`config.mk`:
```
export PLATFORM = sky130hd
export DESIGN_NAME = alu_op_sequencer
export DESIGN_NICKNAME = d
export VERILOG_FILES = /design/src/rtl/alu_seq_pkg.sv /design/src/rtl/alu_op_sequencer.sv
export SDC_FILE = /design/constraint.sdc
export NUM_CORES = 1
export LEC_CHECK = 0
export CAP_MARGIN = 40
export CORE_ASPECT_RATIO = 2
export CORE_MARGIN = 2
export CORE_UTILIZATION = 42
export DETAILED_ROUTE_END_ITERATION = 12
export GPL_TIMING_DRIVEN = 0
export PLACE_DENSITY = 0.76
export SLEW_MARGIN = 20
export SYNTH_ARGS = -nofsm -noshare
export SYNTH_HDL_FRONTEND = slang
export SYNTH_SLANG_ARGS = --single-unit
```
`constraint.sdc`:
```
create_clock -name Clock -period 1.8 [get_ports Clock]
set_input_delay 0.27 -clock Clock [delete_from_list [all_inputs] [get_ports Clock]]
set_output_delay 0.27 -clock Clock [all_outputs]
set_load 0.005 [all_outputs]
```
`src/rtl/alu_seq_pkg.sv`:
```
// Shared definitions for the ALU issue sequencer and the future decode stage:
// sequencer states, ALU FunSel encodings and FlagsOut bit positions.
package alu_seq_pkg;

   typedef enum logic [2:0] {
      S_IDLE     = 3'd0,
      S_ISSUE_LO = 3'd1,
      S_ISSUE_HI = 3'd2,
      S_FLAGS    = 3'd3,
      S_RESP     = 3'd4
   } seq_state_e;

   // ALU FunSel encodings
   localparam logic [4:0] FUNSEL_PASS_A = 5'b10000;
   localparam logic [4:0] FUNSEL_IDLE   = FUNSEL_PASS_A;
   localparam logic [4:0] FUNSEL_ADD32  = 5'b10100;
   localparam logic [4:0] FUNSEL_ADC32  = 5'b10101;
   localparam logic [4:0] FUNSEL_SUB32  = 5'b10110;

   // FlagsOut is {Z,C,N,V}
   localparam int FLAG_Z = 3;
   localparam int FLAG_C = 2;
   localparam int FLAG_N = 1;
   localparam int FLAG_V = 0;

endpackage

```
`src/rtl/alu_op_sequencer.sv`:
```
// Issue stage in front of the 32-bit ALU. Accepts one request at a time,
// runs it through the ALU (two chained passes for 64-bit adds), captures the
// result and the registered ALU flags, and returns them over valid/ready.
// Build option: define ALU_SEQ_WF_BYPASS_EN to let single operations with
// WF=0 skip the FLAGS cycle (flags are unchanged, so they are sampled early).
module alu_op_sequencer
   import alu_seq_pkg::*;
(
   input  logic        Clock,
   input  logic        Reset,
   input  logic        req_valid,
   output logic        req_ready,
   input  logic        req_wide,
   input  logic [4:0]  req_funsel,
   input  logic        req_wf,
   input  logic [63:0] req_a,
   input  logic [63:0] req_b,
   output logic [31:0] alu_a,
   output logic [31:0] alu_b,
   output logic [4:0]  alu_funsel,
   output logic        alu_wf,
   input  logic [31:0] alu_out,
   input  logic [3:0]  alu_flags,
   output logic        resp_valid,
   input  logic        resp_ready,
   output logic [63:0] resp_data,
   output logic [3:0]  resp_flags
);

   seq_state_e  state_q, state_d;
   logic        wide_q, wide_d;
   logic [4:0]  funsel_q, funsel_d;
   logic        wf_q, wf_d;
   logic [63:0] a_q, a_d;
   logic [63:0] b_q, b_d;
   logic        lowzero_q, lowzero_d;
   logic [63:0] resp_data_q, resp_data_d;
   logic [3:0]  resp_flags_q, resp_flags_d;

   // Next-state and datapath capture
   always_comb begin
      state_d      = state_q;
      wide_d       = wide_q;
      funsel_d     = funsel_q;
      wf_d         = wf_q;
      a_d          = a_q;
      b_d          = b_q;
      lowzero_d    = lowzero_q;
      resp_data_d  = resp_data_q;
      resp_flags_d = resp_flags_q;
      case (state_q)
         S_IDLE: begin
            if (req_valid) begin
               wide_d   = req_wide;
               funsel_d = req_funsel;
               wf_d     = req_wf;
               a_d      = req_a;
               b_d      = req_b;
               state_d  = S_ISSUE_LO;
            end
         end
         S_ISSUE_LO: begin
            resp_data_d = {32'd0, alu_out};
            lowzero_d   = (alu_out == 32'd0);
            if (wide_q) begin
               state_d = S_ISSUE_HI;
            end else begin
               state_d = S_FLAGS;
`ifdef ALU_SEQ_WF_BYPASS_EN
               // WF=0 leaves the ALU flags untouched, so they are final now
               if (!wf_q) begin
                  resp_flags_d = alu_flags;
                  state_d      = S_RESP;
               end
`endif
            end
         end
         S_ISSUE_HI: begin
            resp_data_d[63:32] = alu_out;
            state_d            = S_FLAGS;
         end
         S_FLAGS: begin
            // Wide Z must cover both halves; C/N/V come from the high pass
            if (wide_q)
               resp_flags_d = {lowzero_q & alu_flags[FLAG_Z],
                               alu_flags[FLAG_C], alu_flags[FLAG_N], alu_flags[FLAG_V]};
            else
               resp_flags_d = alu_flags;
            state_d = S_RESP;
         end
         S_RESP: begin
            if (resp_ready) state_d = S_IDLE;
         end
         default: state_d = S_IDLE;
      endcase
   end

   // ALU drive and handshake outputs, decoded from registered state only
   always_comb begin
      alu_a      = 32'd0;
      alu_b      = 32'd0;
      alu_funsel = FUNSEL_IDLE;
      alu_wf     = 1'b0;
      case (state_q)
         S_ISSUE_LO: begin
            alu_a      = a_q[31:0];
            alu_b      = b_q[31:0];
            alu_funsel = wide_q ? FUNSEL_ADD32 : funsel_q;
            alu_wf     = wide_q | wf_q;
         end
         S_ISSUE_HI: begin
            alu_a      = a_q[63:32];
            alu_b      = b_q[63:32];
            alu_funsel = FUNSEL_ADC32;
            alu_wf     = 1'b1;
         end
         default: ;
      endcase
      req_ready  = (state_q == S_IDLE);
      resp_valid = (state_q == S_RESP);
      resp_data  = resp_data_q;
      resp_flags = resp_flags_q;
   end

   // State and datapath registers, synchronous active-low reset
   always_ff @(posedge Clock) begin
      if (!Reset) begin
         state_q      <= S_IDLE;
         wide_q       <= 1'b0;
         funsel_q     <= FUNSEL_IDLE;
         wf_q         <= 1'b0;
         a_q          <= 64'd0;
         b_q          <= 64'd0;
         lowzero_q    <= 1'b0;
         resp_data_q  <= 64'd0;
         resp_flags_q <= 4'd0;
      end else begin
         state_q      <= state_d;
         wide_q       <= wide_d;
         funsel_q     <= funsel_d;
         wf_q         <= wf_d;
         a_q          <= a_d;
         b_q          <= b_d;
         lowzero_q    <= lowzero_d;
         resp_data_q  <= resp_data_d;
         resp_flags_q <= resp_flags_d;
      end
   end

endmodule
```
### Yosys cells after proc, flatten, opt, wreduce, memory -nomap -nowiden

Index checks and enable logic that the tools add are counted.

* equal/unequal tests: 6
* mux-type cells: 11
* reductions and logical operators: 5
* bitwise logic cells: 2

Operator list (count)
* $pmux W32 S2: 3
* $logic_not A32 Y1: 1
* $pmux W3 S5: 1
* $pmux W5 S2: 1
* $eq A3 B2 Y1 const B: 2
* $mux W3: 2
* $mux W5: 1
* $mux W4: 1
* $reduce_and A2 Y1: 2
* $eq A3 B1 Y1 const B: 1
* $eq A3 B3 Y1 const B: 1
* $logic_not A3 Y1: 1
* $ne A2 B1 Y1 const B: 1
* $ne A2 B2 Y1 const B: 1
* $pmux W1 S2: 1
* $reduce_bool A2 Y1: 1
* $and A1 B1 Y1: 1
* $mux W1: 1
* $or A1 B1 Y1: 1

* register bits: 207
* bits of input ports: 175

### Longest topological paths before layout

Gate-level depths: netlist (run 1).

* depth after elaboration: 3
* depth in mapped cells: 7
* depth with buffers taken out: 3

### Worst setup path before layout (run 1)

Ideal clock, no wire load.

* path kind: reg-to-output
* start point: register state_q[2]
* end point: output alu_funsel[1]
* slack: 0.186 ns
* path buffers: 3
* arrival time: 1.344 ns
* data required time: 1.530 ns
* cell stages (with the launch flop): 6
* cells stage by stage: dfxtp_1 buf_2 or3b_1 buf_2 buf_2 nor3b_1

* longest elaborated chain between the ends: 2

RTL lines
* from (decl): line alu_op_sequencer.sv:30 `seq_state_e state_q, state_d;`
* from (signal assigned): line alu_op_sequencer.sv:138 `state_q <= state_d;`
* $eq A3 B2 Y1 / $eq A3 B1 Y1 (equally long branches): line alu_op_sequencer.sv:104 `case (state_q)`
* $pmux W5 S2 *: line alu_op_sequencer.sv:104
* to (decl): line alu_op_sequencer.sv:20 `output logic [4:0] alu_funsel,`

Mark *: on every way between the ends. The rest lies on a longest branch, timed or not.

### Worst setup path in the final report (run 1)

* start point: register state_q[1]
* end point: output alu_b[9]

* longest elaborated chain between the ends: 2

RTL lines
* $eq A3 B2 Y1 / $eq A3 B1 Y1 (equally long branches): line alu_op_sequencer.sv:104
* $pmux W32 S2 *: line alu_op_sequencer.sv:104
* to (decl): line alu_op_sequencer.sv:19 `output logic [31:0] alu_b,`

Marks and branches as above.

==> results.py, run 1 <==
metrics = {
    "worst_setup_path": {
        "crit_path_max_fanout": 10,
        "worstSetupEndpointType": "output pin",
        "path_class": "flip-flop to output pin",
        "r2r_slack_ns": 0,
        "timing.rr.start": "state_q[2]",
        "worst-path-buf-inv": 5,
        "arrival_ns": 1.94,
        "critical_path.startpoint": "state_q[1]",
        "slowest_delay_ns": 0.34,
        "cp_common_cell": "buf_6",
        "critPathRequiredTime_ns": 1.53,
        "crit_chain": "buf_6 > nor3b_4 > buf_6 > buf_6 > clkbuf_16 > a22o_1 > buf_2",
        "cp_slowest_cell": "dfxtp_2",
        "cp-start-kind": "flip-flop",
        "cpLargestDelayFamily": "buffers and inverters",
    },
    "global_route": {
        "track_usage_pct": 27.5,
        "grt_pass1_vias": 8644,
        "overflow": 0,
        "grt_pass1_wl_mm": 46.4,
        "grt_max_degree": 18,
        "antenna_found_initial": 1,
    },
    "floorplanning": {
        "die_h_um": 206,
        "io_pins": 315,
        "die_area_um2": 21700,
        "fp.dieW_um": 105,
        "initial_utilization_pct": 42.5,
        "core-area_um2": 20300,
        "rows": 74,
    },
    "yosys": {
        "synthDistinctLibCells": 32,
        "syn_inst": 1007,
        "syn-num-nets": 1182,
        "synth_mux_area_share_pct": 0.349,
        "synthArstFlopShare_pct": 0,
        "synth-simple-area-share_pct": 21.1,
        "synth-seq-cells": 207,
        "synth_compound_area_share_pct": 24.4,
        "syn-cell-area_um2": 8610,
        "synth_warnings": 0,
        "syn_avg_cell_area_um2": 8.55,
        "ys_seq_area_share_pct": 48.1,
        "synthAdderAreaFrac_pct": 0,
        "synth-xor-area-share_pct": 0.102,
        "synth_flop_cell": "dfxtp_1",
        "synth_top_family_by_area": "compound AO/OA/AOI/OAI gates",
        "synth-edff-count": 0,
    },
    "timing": {
        "slew_violations": 0,
        "fmax_ghz": 0.453,
        "setup-tns-final_ns": -23.06,
        "setup_slack_ns": -0.406,
        "skew_ns": 0.0135,
        "worst_pin_slew_ns": 0.619,
        "relSlewSlack_pct": 58.4,
        "setup_viol": 70,
        "final_hold_viol_count": 0,
        "rsz0062_at_grt": "yes",
        "hold_ws_ns": 0.311,
        "layout_min_cycle_time_ns": 2.21,
        "fin_crit_sh_pct": 123,
    },
    "status": {
        "violations": "negative setup slack",
        "status": "complete, but fails checks",
    },
    "route": {
        "ant_nets": 0,
        "drt_iter0_markers": 282,
        "drt_pre_antenna_iters": 4,
        "wl_per_cell_um": 18.6,
        "num_vias": 8486,
        "drc": 0,
        "wl_mm": 30.9,
        "vias_per_cell": 5.09,
    },
    "finish": {
        "postLayoutCoreUtil_pct": 65.6,
        "drive_gt1_share_pct": 15.6,
        "fill_cells": 1669,
        "stdcell_area_um2": 13300,
        "layout_commonest_cell": "nand2_1",
        "layout.cells.non_filler": 1667,
        "final_nets": 1560,
        "areaGrowthSynthToFinish_pct": 54.6,
        "layout_common_cells": "nand2_1, clkdlybuf4s50_1, dfxtp_1, a21boi_0, a21boi_1",
    },
    "cts": {
        "cts_tree": "done",
        "insertion_delay_ns": 0.50,
        "cts_made_buffers": 19,
        "holdBufCountCts": 0,
        "clockRootBuffer": "clkbuf_16",
        "path_clk_slew_ns": 0.07,
        "clock_path_buffers": 3,
        "htree_levels": 1,
        "cts.sinks": 207,
    },
    "power_and_ir_drop": {
        "p_total_mw": 14.0,
        "p_leak_nw": 5.23,
        "power.density_nw_per_um2": 1050,
        "peakVddDrop_uv": 857,
        "power.switching_mw": 4.14,
        "sw_frac_of_total_pct": 29.6,
        "power_frac_comb_pct": 31.3,
        "p_int_mw": 9.83,
        "pwr-share-clk_pct": 30.3,
        "seq_power_share_pct": 38.4,
    },
    "placed_design": {
        "gp_congestion": 0.853,
        "dp_slack_ns": -0.722,
        "hpwl_mm": 23.0,
        "dpl_cell_area_um2": 12100,
        "portBuffers": 313,
        "dp.cells": 1586,
    },
    "flow_run": {
        "max-cap-violations": 0,
    },
    "worst_hold_path": {
        "worstHoldPathType": "input pin to flip-flop",
        "holdCritStartpoint": "req_a[3]",
    },
}
## worst register-to-register path, cell delays in order, from the launching register on
cell and delay (ns):
dfxtp_2 0.32, buf_4 0.12, or4b_1 0.51, buf_4 0.21, clkbuf_1 0.27, nand2_1 0.14, a21boi_0 0.09
## cell usage after synthesis (3+ instances only)
cell type	number	area [um^2]
nor2_1	4	15.0
clkbuf_1	39	146
nor2b_1	4	25.0
buf_4	15	113
buf_6	12	135
nand2_1	368	1380
nor3b_1	4	30.0
dfxtp_1	207	4140
a22o_1	64	561
nor4_1	6	37.5
buf_2	23	115
a21boi_0	114	856
or3b_1	3	26.3
nand3_1	34	170
a21boi_1	86	646
mux2i_1	3	30.0
## area by class of cell
cell class / instances / area (um^2) / area share, %
antenna: 3 / 7.51 / 0.0564
clock inverter: 7 / 88.8 / 0.668
tap: 266 / 333 / 2.50
sequential: 207 / 4150 / 31.2
clock buffer: 27 / 556 / 4.17
inverter: 1 / 3.75 / 0.0282
multi-input combinational: 710 / 4010 / 30.1
timing repair buffer: 358 / 3350 / 25.2
buffer: 88 / 812 / 6.10
## power by group through the flow
stage | clock [mW] | sequential (mW) | combinational, mW
6_report | 4.23 | 5.37 | 4.37
3_3_place_gp | 0 | 5.45 | 3.49
5_1_grt | 4.48 | 5.43 | 4.72
2_1_floorplan | 0 | 5.42 | 1.80
3_5_place_dp | 0 | 5.47 | 3.53
4_1_cts | 4.28 | 5.37 | 4.20
## path summary, 6_finish.rpt
path                            endpoint  cells past startpoint
worst max-delay path            alu_b[9]                      7
worst min-delay path              a_q[3]                      3
worst max register to register   b_q[60]                      6
worst min register to register   a_q[28]                      2
## repair_timing
item                       in CTS  in global routing
cloned                          5                  2
gates resized for setup       387                 28
pin swaps                      39                 22
setup endpoints to repair      73                108
buffers inserted               29                  9
## registers in the layout (all words and copies together), names as in the netlist
signal	count
a_q	64
b_q	64
funsel_q	5
lowzero_q	1
resp_data	64
resp_flags	4
state_q	3
wf_q	1
wide_q	1
## cell families after synthesis
| kind of cell | after synthesis |
|---|---|
| buf+inv | 90 |
| compound gates | 269 |
| simple gates | 437 |
| xor+xnor | 1 |
| mux | 3 |
| flops | 207 |
## routing by layer
layer	wire length, um	global-route usage, %
met5	0	0
met4	1780	14.8
met3	1620	4.98
met2	17500	55.3
met1	10000	25.3
(Power assumes the default switching activity.)
==> run 2: changes to the inputs <==
ABC_AREA = 1   (was unset)
CORE_UTILIZATION = 44   (was 42)
PLACE_DENSITY = 0.81   (was 0.76)
==> results.py, run 2 <==
metrics = {
    "status": {
        "status": "complete, but fails checks",
        "violations": "negative setup slack",
    },
    "route": {
        "num_vias": 8849,
        "drc": 0,
        "vias_per_cell": 5.48,
        "wl_mm": 31.4,
        "wl_per_cell_um": 19.4,
        "ant_nets": 0,
        "drt_pre_antenna_iters": 5,
        "drt_iter0_markers": 259,
    },
    "global_route": {
        "overflow": 0,
        "antenna_found_initial": 3,
        "grt_max_degree": 18,
        "grt_pass1_vias": 8783,
        "grt_pass1_wl_mm": 45.5,
        "track_usage_pct": 29.7,
    },
    "yosys": {
        "ys_seq_area_share_pct": 51.4,
        "syn_avg_cell_area_um2": 7.83,
        "yosysMostFrequentCell": "dfxtp_1",
        "synthDistinctLibCells": 22,
        "synth_flop_cell": "dfxtp_1",
        "synth_area_leaders": "dfxtp_1, a21oi_1, inv_1",
        "synth_common_cells": "dfxtp_1, a21oi_1, inv_1",
        "syn-cell-area_um2": 8070,
        "synth-edff-count": 0,
        "syn_inst": 1030,
        "synthArstFlopShare_pct": 0,
        "syn-num-nets": 1205,
        "synth_warnings": 0,
        "yosys.area.top_type": "dfxtp_1",
        "synth_top_cell_area_share_pct": 51.4,
        "synth-seq-cells": 207,
    },
    "worst_hold_path": {
        "worstHoldPathType": "input pin to flip-flop",
    },
    "power_and_ir_drop": {
        "peakVddDrop_uv": 837,
        "power_frac_comb_pct": 29.4,
        "p_leak_nw": 4.84,
        "power.switching_mw": 4.02,
        "seq_power_share_pct": 41.5,
        "p_int_mw": 8.94,
        "pwr-share-clk_pct": 29.0,
        "sw_frac_of_total_pct": 31.0,
        "power.density_nw_per_um2": 1020,
        "p_total_mw": 13.0,
    },
    "timing": {
        "rsz0062_at_grt": "yes",
        "skew_ns": 0.00662,
        "setup_viol": 71,
        "relSlewSlack_pct": 65.0,
        "setup_slack_ns": -0.245,
        "layout_min_cycle_time_ns": 2.04,
        "worst_pin_slew_ns": 0.520,
        "final_hold_viol_count": 0,
        "slew_violations": 0,
        "fin_crit_sh_pct": 114,
        "hold_ws_ns": 0.374,
        "fmax_ghz": 0.489,
    },
    "finish": {
        "stdcell_area_um2": 12700,
        "layout_commonest_cell": "clkdlybuf4s50_1",
        "seqCellArea_um2": 4150,
        "layout_common_cells": "clkdlybuf4s50_1, dfxtp_1, a21oi_1, inv_1, o21ai_0",
        "final_nets": 1559,
        "multi_input_area_um2": 3390,
        "areaGrowthSynthToFinish_pct": 57.4,
        "drive_gt1_share_pct": 17.1,
        "fill_cells": 1412,
        "postLayoutCoreUtil_pct": 70.0,
    },
    "worst_setup_path": {
        "crit_chain": "inv_2 > buf_6 > nand3_4 > buf_12 > buf_12 > o22ai_4 > buf_2",
        "crit_path_max_fanout": 7,
        "cp_common_cell": "buf_12",
        "slowest_delay_ns": 0.32,
        "worstSetupEndpointType": "output pin",
        "path_class": "flip-flop to output pin",
        "cpLargestDelayFamily": "buffers and inverters",
        "arrival_ns": 1.77,
        "critPathRequiredTime_ns": 1.53,
        "worst-path-buf-inv": 5,
        "cp_slowest_cell": "dfxtp_2",
        "cp-start-kind": "flip-flop",
    },
    "cts": {
        "cts.sinks": 207,
        "htree_levels": 1,
        "cts_tree": "done",
        "clockRootBuffer": "clkbuf_16",
        "clock_path_buffers": 3,
        "path_clk_slew_ns": 0.06,
        "cts_made_buffers": 19,
        "insertion_delay_ns": 0.48,
    },
    "placed_design": {
        "gp_congestion": 0.916,
        "hpwl_mm": 22.6,
        "dpl_cell_area_um2": 11500,
        "portBuffers": 313,
    },
    "floorplanning": {
        "die_area_um2": 19500,
        "core-area_um2": 18100,
        "initial_utilization_pct": 44.5,
        "io_pins": 315,
        "fp.dieW_um": 99.8,
        "rows": 70,
        "die_h_um": 196,
    },
    "flow_run": {
        "max-cap-violations": 0,
    },
}
run 2: worst register-to-register path: cells and delay by family (launching register included):
| kind | cells | cell delay, ns |
|---|---|---|
| AOI/OAI and AO/OA | 2 | 0.38 |
| DFF | 1 | 0.31 |
| buffers and inverters | 5 | 0.71 |
| and+or+nand+nor | 1 | 0.11 |
run 2: cell type report:
cell class	instances	share of cell area (%)
clock buffer	29	4.20
tap	216	2.13
multi-input combinational	559	26.7
inverter	177	5.33
sequential	207	32.7
clock inverter	3	0.158
buffer	86	4.58
timing repair buffer	334	24.2
antenna	3	0.0591
run 2: logic make-up after synthesis:
logic type / Yosys count / synth area share [%]
simple gates: 121 / 7.03
flops: 207 / 51.4
compound gates: 438 / 28.3
buf+inv: 264 / 13.3
run 2: metal layers:
| layer | global-route usage [%] | vias up | routed length, um |
|---|---|---|---|
| met2 | 56.4 | 435 | 17100 |
| met4 | 19.9 | 0 | 2250 |
| li1 | - | 4163 | - |
| met5 | 0 | - | 0 |
| met1 | 27.8 | 4132 | 10000 |
| met3 | 5.51 | 119 | 1940 |
run 2: metrics by stage:
stage / setup slack [ns] / std cells / TNS, ns
2_1_floorplan: 0.336 / 1030 / 0
3_3_place_gp: -0.594 / 1559 / -29.87
3_5_place_dp: -0.556 / 1559 / -30.44
4_1_cts: -0.241 / 1605 / -11.95
5_1_grt: -0.293 / 1614 / -16.64
6_report: -0.245 / 1614 / -11.92
run 2: path summary, 6_finish.rpt:
kind | startpoint | endpoint | slack, ns | cells after the start
setup / recovery | state_q[2] | alu_b[9] | -0.24 | 7
hold / removal | Reset | funsel_q[4] | 0.37 | 3
setup reg to reg | state_q[1] | resp_data[8] | 0.18 | 8
hold reg to reg | resp_data[8] | resp_data[8] | 0.45 | 2
run 2: power by group through the flow:
| stage | sequential [mW] | combinational (mW) | clock (mW) |
|---|---|---|---|
| floorplan | 5.45 | 1.55 | 0 |
| global placement | 5.45 | 3.15 | 0 |
| detailed placement | 5.47 | 3.20 | 0 |
| CTS | 5.38 | 3.51 | 3.80 |
| global route | 5.43 | 4.08 | 3.98 |
| finish | 5.38 | 3.81 | 3.76 |
run 2: repair_timing:
action / 4_1_cts / 5_1_grt
setup buffers: 15 / 2
hold endpoints to repair: 0 / 0
pin swaps: 1 / 4
hold buffers: 0 / 0
endpoints found under the setup margin: 72 / 73
gates cloned: 0 / 4
gates resized for setup: 402 / 41
==> run 3: changes to the inputs <==
CORE_UTILIZATION = 39   (was 44)
PLACE_DENSITY = 0.73   (was 0.81)
==> results.py, run 3 (synthesis results as in run 2) <==
metrics = {
    "worst_setup_path": {
        "critical_path.startpoint": "state_q[2]",
        "critPathRequiredTime_ns": 1.53,
        "timing.rr.start": "state_q[2]",
        "crit_chain": "inv_2 > buf_6 > nand3_4 > buf_12 > nor2_4 > inv_4 > or2_4 > buf_6",
        "reg2reg_depth": 10,
        "cp_common_cell": "buf_6",
        "worst-path-buf-inv": 5,
        "slowest_delay_ns": 0.32,
        "cpLargestDelayFamily": "buffers and inverters",
        "cp_slowest_cell": "dfxtp_2",
        "arrival_ns": 1.84,
        "worstSetupEndpointType": "output pin",
        "path_class": "flip-flop to output pin",
        "crit_path_max_fanout": 5,
        "path_depth": 8,
        "cp-start-kind": "flip-flop",
    },
    "timing": {
        "setup_slack_ns": -0.312,
        "slew_violations": 0,
        "fmax_ghz": 0.473,
        "fin_crit_sh_pct": 117,
        "rsz0062_at_grt": "yes",
        "layout_min_cycle_time_ns": 2.11,
        "relSlewSlack_pct": 62.8,
        "worst_pin_slew_ns": 0.552,
        "setup_viol": 71,
        "final_hold_viol_count": 0,
        "skew_ns": 0.0121,
    },
    "global_route": {
        "overflow": 0,
        "antenna_found_initial": 3,
        "grt_pass1_wl_mm": 47.2,
        "track_usage_pct": 27.5,
        "grt_max_degree": 18,
        "grt_pass1_vias": 8920,
    },
    "route": {
        "wl_mm": 31.7,
        "ant_nets": 0,
        "vias_per_cell": 5.18,
        "drt_pre_antenna_iters": 5,
        "drc": 0,
        "num_vias": 8615,
        "wl_per_cell_um": 19.1,
        "drt_iter0_markers": 345,
    },
    "cts": {
        "holdBufCountCts": 0,
        "insertion_delay_ns": 0.49,
        "clock_path_buffers": 3,
        "clockRootBuffer": "clkbuf_16",
        "cts.sinks": 207,
        "htree_levels": 1,
        "path_clk_slew_ns": 0.07,
        "cts_made_buffers": 19,
        "cts_tree": "done",
    },
    "power_and_ir_drop": {
        "peakVddDrop_uv": 841,
        "p_leak_nw": 4.94,
        "p_total_mw": 13.5,
        "power.density_nw_per_um2": 1040,
    },
    "flow_run": {
        "max-cap-violations": 0,
    },
    "finish": {
        "layout_common_cells": "clkdlybuf4s50_1, dfxtp_1, a21oi_1, inv_1, o21ai_0",
        "layout_commonest_cell": "clkdlybuf4s50_1",
        "stdcell_area_um2": 13000,
        "areaGrowthSynthToFinish_pct": 60.9,
        "final_nets": 1560,
        "drive_gt1_share_pct": 18.2,
    },
    "placed_design": {
        "gp_congestion": 0.857,
        "portBuffers": 313,
        "dpl_cell_area_um2": 11500,
        "hpwl_mm": 23.0,
    },
    "floorplanning": {
        "io_pins": 315,
        "rows": 74,
        "initial_utilization_pct": 39.6,
        "fp.dieW_um": 106,
        "die_h_um": 207,
        "die_area_um2": 21900,
        "core-area_um2": 20400,
    },
    "worst_hold_path": {
        "holdPathStages": 3,
        "worstHoldPathType": "input pin to flip-flop",
        "holdCritStartpoint": "req_b[55]",
    },
    "status": {
        "status": "complete, but fails checks",
        "violations": "negative setup slack",
    },
}
run 3: per-stage QoR:
| stage | setup TNS, ns | utilization (%) | instances | hold WS [ns] | setup slack [ns] |
|---|---|---|---|---|---|
| after floorplan | 0 | - | 1030 | 0.421 | 0.336 |
| after global placement | -29.90 | 56.6 | 1609 | 0.431 | -0.640 |
| after detailed placement | -30.84 | 56.6 | 1609 | 0.436 | -0.619 |
| after CTS | -14.39 | 62.2 | 1657 | 0.385 | -0.288 |
| after global routing | -17.83 | 63.7 | 1662 | 0.412 | -0.355 |
| final | -14.78 | 63.7 | 1663 | 0.395 | -0.312 |
run 3: layer usage:
| metal | GRT usage, % | vias up | wire length [um] |
|---|---|---|---|
| met5 | 0 | - | 0 |
| li1 | - | 4154 | - |
| met4 | 17.4 | 0 | 2360 |
| met1 | 25.5 | 3976 | 10200 |
| met2 | 53.2 | 364 | 17300 |
| met3 | 5.37 | 121 | 1870 |
run 3: timing repair:
item	in CTS	in global routing
resized for setup	410	69
pin swaps	2	2
endpoints found under the hold margin	0	0
setup buffers	15	1
gates cloned	6	2
endpoints found under the setup margin	72	155
run 3: final timing paths:
path / endpoint / slack, ns
worst max-delay path: alu_funsel[4] / -0.31
worst min-delay path: b_q[55] / 0.39
worst max register to register: b_q[52] / 0.07
worst min register to register: resp_data[16] / 0.44
run 3: power breakdown:
part	internal, mW	switching, mW	total, mW
clock	2.44	1.73	4.17
combinational	1.82	2.12	3.95
sequential	5.17	0.212	5.39
run 3: area by class of cell:
cell class	count	area (um^2)
diodes	4	10.0
plain buffers	85	622
clock buffers	25	518
clock inverters	4	97.6
fillers	1762	7390
inverters	177	669
multi-input cells	559	3440
flip-flops and latches	207	4150
well taps	266	333
repair buffers	336	3150
run 3: tightest hold or removal path, stage by stage:
cell and delay, ns:
clkdlybuf4s50_1 0.39, o21ai_1 0.12, a21oi_1 0.05
==> variant (config.mk and constraints of run 1) <==
Put a register stage on the output `resp_flags`, with the module's reset. The value now appears one clock later. The other outputs are not delayed to match.
--- a/src/rtl/alu_op_sequencer.sv
+++ b/src/rtl/alu_op_sequencer.sv
@@ -26,6 +26,8 @@
    output logic [63:0] resp_data,
    output logic [3:0]  resp_flags
 );
+
+   logic [3:0] resp_flags_c;
 
    seq_state_e  state_q, state_d;
    logic        wide_q, wide_d;
@@ -119,7 +121,7 @@
       req_ready  = (state_q == S_IDLE);
       resp_valid = (state_q == S_RESP);
       resp_data  = resp_data_q;
-      resp_flags = resp_flags_q;
+      resp_flags_c = resp_flags_q;
    end
 
    // State and datapath registers, synchronous active-low reset
@@ -147,4 +149,12 @@
       end
    end
 
+   always_ff @(posedge Clock) begin
+      if (!Reset) begin
+         resp_flags <= '0;
+      end else begin
+         resp_flags <= resp_flags_c;
+      end
+   end
+
 endmodule
Behaviour: not the same (Yosys sat finds a counterexample within 4 cycles, from zero or initial values and one cycle with Reset low).
==> variant against run 1 <==
  * The flow still finishes with violations (setup timing)
  * Routed wire length grew 4.8%
  * Highest routed layer unchanged
  * Hold slack improved by 0.0075 ns
  * Register-to-register slack improved by 0.04 ns
  * Synthesized area increased by 1.1%
  * Sequential share of layout area shrank 0.082 points
  * Sequential cell count increased by 4
  * Design area grew 2.2%
  * Count of clock-buffer cells in the layout shrank 2
  * Global-route usage grew 0.40 points
  * Setup slack lost 0.021 ns
  * Non-clock buffer count increased by 15
  * Total power increased by 0.47%
==> variant: results <==
group,metric,value,unit
cts,cts_made_buffers,19,
run_status,violations,"setup timing",
grt,met1_usage,0.263,
grt,grtUsageTotal,0.279,
synthesis,async_flop_share,0,
route,dr.pass1.iters,5,
finish,nFillCells,1737,
placement,placedInstanceArea,12200,um^2
synthesis,dominantRegCellSynth,"dfxtp_1",
synthesis,synth.top_cells.by_count,"368 x nand2_1, 211 x dfxtp_1, 119 x a21boi_0, 81 x a21boi_1, 64 x a22o_1",
synthesis,synthMuxAreaShare,0.00345,
grt,grt_antenna_before_repair,4,
cts,htree_levels,1,
synthesis,seq_area_frac_synth,0.485,
sta,fin_tns_setup,-25.37,ns
finish,nets,1583,
grt,grt_pass1_wl,47800,um
finish,drive_above_1_share,0.172,
placement,io_buffers,314,
cts,cts_max_path_buffers,3,
grt,grt_pass1_vias,8790,
synthesis,synth_area_leaders,"dfxtp_1 49%, nand2_1 16%, a21boi_0 10%, a21boi_1 7.0%, a22o_1 6.4%",
critical_path,r2r.worst_path.cells,7,
pwr,p_leak,5.38,nW
synthesis,synth_compound_area_frac,0.241,
critical_path,arrival,1.96,ns
worst_hold_path,min_path_cells,3,
run_status,status,"finished with violations",
cts,clk_pin_slew,0.07,ns
critical_path,cpPeakStageDelay,0.39,ns
route,vias,8699,
route,vias_per_cell,5.16,
placement,pre_cts_ws,-0.801,ns
placement,gp_congestion,0.854,
synthesis,yosysWarnings,0,
sta,post-route-worst-setup-slack,-0.427,ns
route,post_drt_wl_per_cell,19.2,um
grt,globalRouteMet3Util,0.0430,
placement,hpwl,23300,um
cts,root_buffer,"clkbuf_16",
sta,setup_viol,70,
critical_path,crit_slowest_cell,"or3b_1",
placement,dpl.cell_count,1595,
synthesis,yosys.cell_types.count,35,
route,met3_length,1610,um
synthesis,syn_inst,1015,
grt,grt_start_max_net_pins,16,
grt,grt_util_met2,0.559,
pwr,vdd.ir_drop.worst,0.887,mV
route,drtIter0Drc,283,
route,drt-met1-wl,10700,um
synthesis,synth_fa_ha_area_frac,0,
sta,fin_skew,0.0140,ns
route,wl_met2,18300,um
cts,clkLatencyLatePin,0.49,ns
synthesis,syn-num-nets,1190,
synthesis,synth-xor-area-share,0.00101,
route,highest-signal-layer,"met4",
sta,slew_headroom,0.583,
critical_path,crit_fanout,8,
==> variant: cell types whose count changed after synthesis, moves of 2 or more <==
cell / change
dfxtp_1: +4
buf_4: -7
a21boi_0: +5
buf_2: +2
a21boi_1: -5
buf_6: +3
and2_1: +4
==> variant: what timing repair did <==
item	CTS	global route
setup buffers	36	13
gates resized for setup	379	77
endpoints found under the hold margin	0	0
setup endpoints to repair	85	172
gates cloned	6	11
pin swaps	33	20
==> variant: kinds of logic after synthesis <==
group                  Yosys count
AND/OR/NAND/NOR                441
AO/OA/AOI/OAI                  269
multiplexers                     3
buffers and inverters           90
XOR/XNOR                         1
flip-flops                     211
==> variant: power breakdown <==
part	internal (mW)	leakage, nW	switching, mW
Clock	2.17	0.293	1.77
Combinational	2.45	3.36	2.19
Sequential	5.19	1.73	0.270
Total	9.81	5.38	4.23
==> variant: area by class of cell <==
type / instances / area (um^2) / area share
flip-flops and latches: 211 / 4230 / 0.311
clock inverters: 5 / 27.5 / 0.00202
plain buffers: 86 / 806 / 0.0592
diodes: 4 / 10.0 / 0.000736
repair buffers: 375 / 3570 / 0.263
clock buffers: 25 / 558 / 0.0410
multi-input cells: 714 / 4060 / 0.299
inverters: 1 / 3.75 / 0.000276
well taps: 266 / 333 / 0.0245
==> variant: critical path, delay by kind of cell, from the launching register on <==
family        cells  cell delay [ns]
buf+inv           4             0.57
simple gates      2             0.56
flops             1             0.33
==> variant: path summary, 6_finish.rpt <==
path	start	end	slack [ns]
setup / recovery	state_q[2]	alu_funsel[3]	-0.43
hold / removal	req_a[21]	a_q[21]	0.32
setup reg to reg	state_q[2]	lowzero_q	0.04
hold reg to reg	a_q[19]	a_q[19]	0.45
